[src/rtl/mib_master_sched.sv]
// Round-robin MIB bus master: arbitrates P_NUM_REQ requesters, serialises one 32-bit
// access as 16-bit words on the MIB bus, and returns read data or an ack-timeout status.
module mib_master_sched #(
    parameter int P_NUM_REQ              = 2,
    parameter int P_MIB_ACK_TIMEOUT_CLKS = 32,
    parameter int P_TURNAROUND_CLKS      = 2
) (
    input  logic                      i_sysclk,
    input  logic                      i_srst,
    input  logic [P_NUM_REQ-1:0]      i_req_valid,
    input  logic [P_NUM_REQ-1:0]      i_req_rd_wr_n,
    input  logic [32*P_NUM_REQ-1:0]   i_req_addr,
    input  logic [32*P_NUM_REQ-1:0]   i_req_wdata,
    output logic [P_NUM_REQ-1:0]      o_req_ready,
    output logic [P_NUM_REQ-1:0]      o_rsp_valid,
    output logic [31:0]               o_rsp_rdata,
    output logic                      o_rsp_timeout,
    output logic                      o_mib_start,
    output logic                      o_mib_rd_wr_n,
    input  logic                      i_mib_slave_ack,
    output logic [15:0]               o_mib_dabus,
    output logic                      o_mib_dabus_oe,
    input  logic [15:0]               i_mib_dabus,
    output logic                      o_busy
);

    localparam int PW = (P_NUM_REQ > 1) ? $clog2(P_NUM_REQ) : 1;
    localparam int TW = $clog2(P_MIB_ACK_TIMEOUT_CLKS + 1);
    localparam int AW = $clog2(P_TURNAROUND_CLKS + 2);

    // IDLE grant | ADDR_HI/LO address words | WR_HI/LO write words | WAIT_ACK slave ack
    // RD_LO second read word | RESP completion pulse | TURNAROUND bus idle gap
    typedef enum logic [3:0] {
        S_IDLE,
        S_ADDR_HI,
        S_ADDR_LO,
        S_WR_HI,
        S_WR_LO,
        S_WAIT_ACK,
        S_RD_LO,
        S_RESP,
        S_TURNAROUND
    } state_t;

    state_t          state_q, state_d;
    logic [PW-1:0]   ptr_q, ptr_d;
    logic [PW-1:0]   owner_q, owner_d;
    logic            rd_q, rd_d;
    logic [31:0]     addr_q, addr_d;
    logic [31:0]     wdata_q, wdata_d;
    logic [TW-1:0]   to_cnt_q, to_cnt_d;
    logic [AW-1:0]   ta_cnt_q, ta_cnt_d;
    logic [15:0]     cap_hi_q, cap_hi_d;
    logic [31:0]     rsp_rdata_q, rsp_rdata_d;
    logic            rsp_timeout_q, rsp_timeout_d;

    logic            gnt_found;
    logic [PW-1:0]   gnt_idx;
    logic [PW:0]     scan;
    logic [PW-1:0]   cand;

    // First valid requester at or above the pointer, wrapping around.
    always_comb begin
        gnt_found = 1'b0;
        gnt_idx   = '0;
        scan      = '0;
        cand      = '0;
        for (int k = 0; k < P_NUM_REQ; k++) begin
            scan = {1'b0, ptr_q} + (PW+1)'(k);
            if (scan >= (PW+1)'(P_NUM_REQ))
                scan = scan - (PW+1)'(P_NUM_REQ);
            cand = scan[PW-1:0];
            if (!gnt_found && i_req_valid[cand]) begin
                gnt_found = 1'b1;
                gnt_idx   = cand;
            end
        end
    end

    always_ff @(posedge i_sysclk or posedge i_srst) begin
        if (i_srst) begin
            state_q       <= S_IDLE;
            ptr_q         <= '0;
            owner_q       <= '0;
            rd_q          <= 1'b0;
            addr_q        <= '0;
            wdata_q       <= '0;
            to_cnt_q      <= '0;
            ta_cnt_q      <= '0;
            cap_hi_q      <= '0;
            rsp_rdata_q   <= '0;
            rsp_timeout_q <= 1'b0;
        end else begin
            state_q       <= state_d;
            ptr_q         <= ptr_d;
            owner_q       <= owner_d;
            rd_q          <= rd_d;
            addr_q        <= addr_d;
            wdata_q       <= wdata_d;
            to_cnt_q      <= to_cnt_d;
            ta_cnt_q      <= ta_cnt_d;
            cap_hi_q      <= cap_hi_d;
            rsp_rdata_q   <= rsp_rdata_d;
            rsp_timeout_q <= rsp_timeout_d;
        end
    end

    always_comb begin
        state_d       = state_q;
        ptr_d         = ptr_q;
        owner_d       = owner_q;
        rd_d          = rd_q;
        addr_d        = addr_q;
        wdata_d       = wdata_q;
        to_cnt_d      = '0;
        ta_cnt_d      = ta_cnt_q;
        cap_hi_d      = cap_hi_q;
        rsp_rdata_d   = rsp_rdata_q;
        rsp_timeout_d = rsp_timeout_q;
        case (state_q)
            S_IDLE: begin
                if (gnt_found) begin
                    owner_d = gnt_idx;
                    rd_d    = i_req_rd_wr_n[gnt_idx];
                    addr_d  = i_req_addr[32*gnt_idx +: 32];
                    wdata_d = i_req_wdata[32*gnt_idx +: 32];
                    ptr_d   = (gnt_idx == PW'(P_NUM_REQ - 1)) ? '0 : gnt_idx + PW'(1);
                    state_d = S_ADDR_HI;
                end
            end
            S_ADDR_HI: state_d = S_ADDR_LO;
            S_ADDR_LO: state_d = rd_q ? S_WAIT_ACK : S_WR_HI;
            S_WR_HI:   state_d = S_WR_LO;
            S_WR_LO:   state_d = S_WAIT_ACK;
            S_WAIT_ACK: begin
                to_cnt_d = to_cnt_q + TW'(1);
                // An ack on the expiry cycle takes priority over the timeout.
                if (i_mib_slave_ack) begin
                    if (rd_q) begin
                        cap_hi_d = i_mib_dabus;
                        state_d  = S_RD_LO;
                    end else begin
                        rsp_rdata_d   = '0;
                        rsp_timeout_d = 1'b0;
                        state_d       = S_RESP;
                    end
                end else if (to_cnt_q == TW'(P_MIB_ACK_TIMEOUT_CLKS - 1)) begin
                    rsp_rdata_d   = '0;
                    rsp_timeout_d = 1'b1;
                    state_d       = S_RESP;
                end
            end
            S_RD_LO: begin
                rsp_rdata_d   = {cap_hi_q, i_mib_dabus};
                rsp_timeout_d = 1'b0;
                state_d       = S_RESP;
            end
            S_RESP: begin
                if (P_TURNAROUND_CLKS == 0) begin
                    state_d = S_IDLE;
                end else begin
                    ta_cnt_d = AW'(P_TURNAROUND_CLKS - 1);
                    state_d  = S_TURNAROUND;
                end
            end
            S_TURNAROUND: begin
                if (ta_cnt_q == '0)
                    state_d = S_IDLE;
                else
                    ta_cnt_d = ta_cnt_q - AW'(1);
            end
            default: state_d = S_IDLE;
        endcase
    end

    always_comb begin
        o_req_ready    = '0;
        o_rsp_valid    = '0;
        o_mib_start    = 1'b0;
        o_mib_rd_wr_n  = 1'b1;
        o_mib_dabus    = '0;
        o_mib_dabus_oe = 1'b0;
        o_busy         = (state_q != S_IDLE);
        case (state_q)
            S_IDLE: begin
                // Grant is combinational on valid, so hold it off while reset is applied.
                if (gnt_found && !i_srst)
                    o_req_ready[gnt_idx] = 1'b1;
            end
            S_ADDR_HI: begin
                o_mib_start    = 1'b1;
                o_mib_rd_wr_n  = rd_q;
                o_mib_dabus_oe = 1'b1;
                o_mib_dabus    = addr_q[31:16];
            end
            S_ADDR_LO: begin
                o_mib_rd_wr_n  = rd_q;
                o_mib_dabus_oe = 1'b1;
                o_mib_dabus    = addr_q[15:0];
            end
            S_WR_HI: begin
                o_mib_rd_wr_n  = rd_q;
                o_mib_dabus_oe = 1'b1;
                o_mib_dabus    = wdata_q[31:16];
            end
            S_WR_LO: begin
                o_mib_rd_wr_n  = rd_q;
                o_mib_dabus_oe = 1'b1;
                o_mib_dabus    = wdata_q[15:0];
            end
            S_WAIT_ACK, S_RD_LO: o_mib_rd_wr_n = rd_q;
            S_RESP:              o_rsp_valid[owner_q] = 1'b1;
            default: ;
        endcase
    end

    assign o_rsp_rdata   = rsp_rdata_q;
    assign o_rsp_timeout = rsp_timeout_q;

endmodule

[config.mk]
export PLATFORM = sky130hd
export DESIGN_NAME = mib_master_sched
export DESIGN_NICKNAME = d
export VERILOG_FILES = /design/src/rtl/mib_master_sched.sv
export SDC_FILE = /design/constraint.sdc
export NUM_CORES = 1
export LEC_CHECK = 0
export ABC_AREA = 1
export BUFFER_PORTS_ARGS = -buffer_cell sky130_fd_sc_hd__buf_2
export CORE_MARGIN = 3
export CORE_UTILIZATION = 35
export CTS_CLUSTER_SIZE = 12
export DETAILED_ROUTE_END_ITERATION = 8
export GPL_TIMING_DRIVEN = 0
export MAX_ROUTING_LAYER = met4
export PLACE_DENSITY = 0.7
export SLEW_MARGIN = 20
export SYNTH_ARGS = -nofsm -noshare
export SYNTH_HDL_FRONTEND = slang
export SYNTH_SLANG_ARGS = --single-unit
export TNS_END_PERCENT = 5
[constraint.sdc]
create_clock -name i_sysclk -period 4.85 [get_ports i_sysclk]
set_input_delay 0.7275 -clock i_sysclk [delete_from_list [all_inputs] [get_ports i_sysclk]]
set_output_delay 0.7275 -clock i_sysclk [all_outputs]
set_load 0.02 [all_outputs]
==> flow_summary.yaml <==
status:
  result_of_the_run: "finished, final reports clean"
layout:
  most-common-layout-cells: "224 x sky130_fd_sc_hd__buf_2, 198 x sky130_fd_sc_hd__nand2_1, 148 x sky130_fd_sc_hd__nand3_1, 128 x sky130_fd_sc_hd__dfrtp_1, 67 x sky130_fd_sc_hd__nand4_1"
  finish.utilization_pct: 47.24
  layout-drive-gt1-share_pct: 28.31
  post_layout_nonfiller_instances: 1217
  fillerInstances: 1712
  final_common_cell: "sky130_fd_sc_hd__buf_2"
  post-route-cell-area_sq_um: 8199
  design.final.nets: 1129
  syn_to_final_growth_pct: 31.43
timing:
  whs_ns: 0.3096
  relSlewSlack_pct: 51.53
  setup_total_negative_slack_ns: 0
  rsz0062_at_grt: "false"
  final_max_slew_viol_count: 0
  clock.fmax_ghz: 0.3129
  final_critical_path_setup_slack_ns: 1.654
  fin_skew_ns: 0.01128
  hold_viol_final: 0
  post-route-min-period_ns: 3.196
  fin_crit_sh_pct: 65.90
  worst_slew_pin_slew_ns: 0.7271
  report.final.setup_viol: 0
power_and_ir_drop:
  total_power_consumption_mw: 5.477
  vdd.ir_drop.worst_mv: 0.3268
  power_per_cell_area_nw_per_um2: 667.9
  leakagePower_nw: 4.188
placement:
  place.detailed.hpwl_um: 16640
  dp.cells: 1182
  post_dp_cell_area_sq_um: 7591
  gpl.final_weighted_congestion: 0.9040
  placement.io_buffers: 207
  preCtsSetupSlack_ns: 1.720
floorplan:
  chipWidth_um: 139.5
  core_sq_um: 17360
  placementRows: 48
  die_height_um: 139.5
  design.die.area_sq_um: 19460
  floorplan.initialDensity_pct: 35.94
  io_pins: 208
critical_path:
  cp_cell_sequence: "inv_1 -> nand2_1 -> nand2_1 -> clkbuf_1 -> buf_2 -> nand2_1 -> nor2_1 -> buf_2"
  critPathMostFrequentCell: "sky130_fd_sc_hd__nand2_1"
  critical_path.max_stage_delay_ns: 0.55
  setup.worst_path.class: "flop to primary output"
  critical-path-top-delay-family: "buffers and inverters"
  r2r_slack_ns: 2.89
  crit_path_max_fanout: 10
  critPathSlowestCell: "sky130_fd_sc_hd__clkbuf_1"
  endpoint_kind: "primary output"
  cp.required_ns: 4.12
  crit_path_start_kind: "flop"
  crit_buf_inv: 4
  arrival_ns: 2.47
drt:
  wl_per_cell_um: 18.01
  detailedRoute.firstIterationViolations: 539
  via_density: 5.235
  route.antenna.remaining_nets: 0
  wl_um: 21910
  dr_total_vias: 6371
  detail_route.first_pass.iterations: 5
  detail_route.drc_violations: 0
cts:
  hold_buffers: 0
  path_clk_slew_ns: 0.06
  clock_tree.htree_level_count: 4
  cts_max_path_buffers: 2
  cts.sink_count: 128
  post_cts_resized: 0
  cts.repair_timing.setup_buffer_count: 0
  clock_insertion_delay_worst_skew_ns: 0.42
  root_buffer: "sky130_fd_sc_hd__clkbuf_16"
  total_clock_buffers_created_by_cts: 17
  tritoncts: "done"
yosys:
  syn-cell-area_sq_um: 6238
  mappedNetlistNets: 902
  ys_ff_latch: 128
  synthDistinctLibCells: 28
  synth.yosys.seq_area_share_pct: 51.34
  synth-warning-count: 0
  syn_avg_cell_area_sq_um: 8.329
  syn_inst: 749
global_routing:
  global_route.usage.met2_pct: 36.49
  grt_antenna_before_repair: 3
  grt_start_max_net_pins: 94
  gr-max-usage-layer: "met2"
  grt_met3_use_pct: 5.430
  grt_first_pass_wirelength_um: 33520
  global_route_met1_usage_pct: 28.36
  grt.overflow.total: 0
  first_global_vias: 6222
  grt.total_usage_pct: 22.83
min_path:
  hold_path.class: "input pin to async pin"
flow_run:
  maxCapViolations: 0
metal layers:
| metal | up-vias | part of all wire (%) |
|---|---|---|
| met5 | - | 0 |
| met4 | 0 | 2.9 |
| met3 | 43 | 9.2 |
| met2 | 312 | 48 |
| met1 | 2976 | 40 |
| li1 | 3040 | - |
cells by family after synthesis:
logic type	synth area share, %
flops	51.34
simple gates	33.71
fa+ha+maj	0.4011
compound gates	6.919
buf+inv	7.621
worst paths after layout:
| check | startpoint | to | depth (start not counted) |
|---|---|---|---|
| min reg2reg | o_rsp_rdata[5] | o_rsp_rdata[5] | 2 |
| min | i_srst | state_q[0] | 2 |
| max reg2reg | ptr_q | wdata_q[9] | 7 |
| max in group asynchronous | i_srst | wdata_q[23] | 3 |
| min in group i_sysclk | o_rsp_rdata[5] | o_rsp_rdata[5] | 2 |
| max | ptr_q | o_req_ready[0] | 8 |
worst reg2reg max path: cells and delay by family, from the launching register on:
kind | cells | cell delay [ns]
buffers and inverters | 3 | 1.07
flip-flops | 1 | 0.36
AND/OR/NAND/NOR | 4 | 0.48
power by group:
| part | total (mW) | leakage (nW) | internal, mW | switching [mW] |
|---|---|---|---|---|
| registers | 1.81 | 1.63 | 1.53 | 0.276 |
| clock network | 1.29 | 0.291 | 0.775 | 0.517 |
| logic | 2.38 | 2.27 | 0.766 | 1.61 |
Yosys cell counts (all sizes together):
| master | n | area, sq um |
|---|---|---|
| nand2 | 200 | 755.7 |
| nand3 | 151 | 778.3 |
| dfrtp | 128 | 3203 |
| nand4 | 67 | 419.2 |
| inv | 52 | 195.2 |
| clkbuf | 32 | 120.1 |
| buf | 27 | 160.2 |
| o21ai | 24 | 120.1 |
| nor2 | 20 | 105.1 |
| o211ai | 17 | 127.6 |
| o2111ai | 16 | 140.1 |
| a21oi | 4 | 20.02 |
| nor3 | 4 | 30.03 |
| ha | 2 | 25.02 |
| nand3b | 2 | 15.01 |
| o21a | 1 | 7.510 |
| o21bai | 1 | 7.510 |
| o221ai | 1 | 8.760 |
sequential cells by signal, indices dropped and copies added, names as in the netlist, 2 cells and up:
| signal | flops |
|---|---|
| wdata_q | 32 |
| o_rsp_rdata | 32 |
| addr_q | 32 |
| state_q | 4 |
| to_cnt_q | 6 |
| ta_cnt_q | 2 |
| cap_hi_q | 16 |
final cells by class:
class | instances | area [sq um] | area share [%]
antenna | 3 | 7.507 | 0.09156
inverter | 52 | 202.7 | 2.472
multi-input combinational | 510 | 2560 | 31.22
buffer | 59 | 280.3 | 3.418
timing repair buffer | 208 | 1064 | 12.97
sequential | 128 | 3203 | 39.07
clock inverter | 11 | 120.1 | 1.465
clock buffer | 21 | 480.5 | 5.860
tap | 225 | 281.5 | 3.434
(Power assumes the default switching activity.)
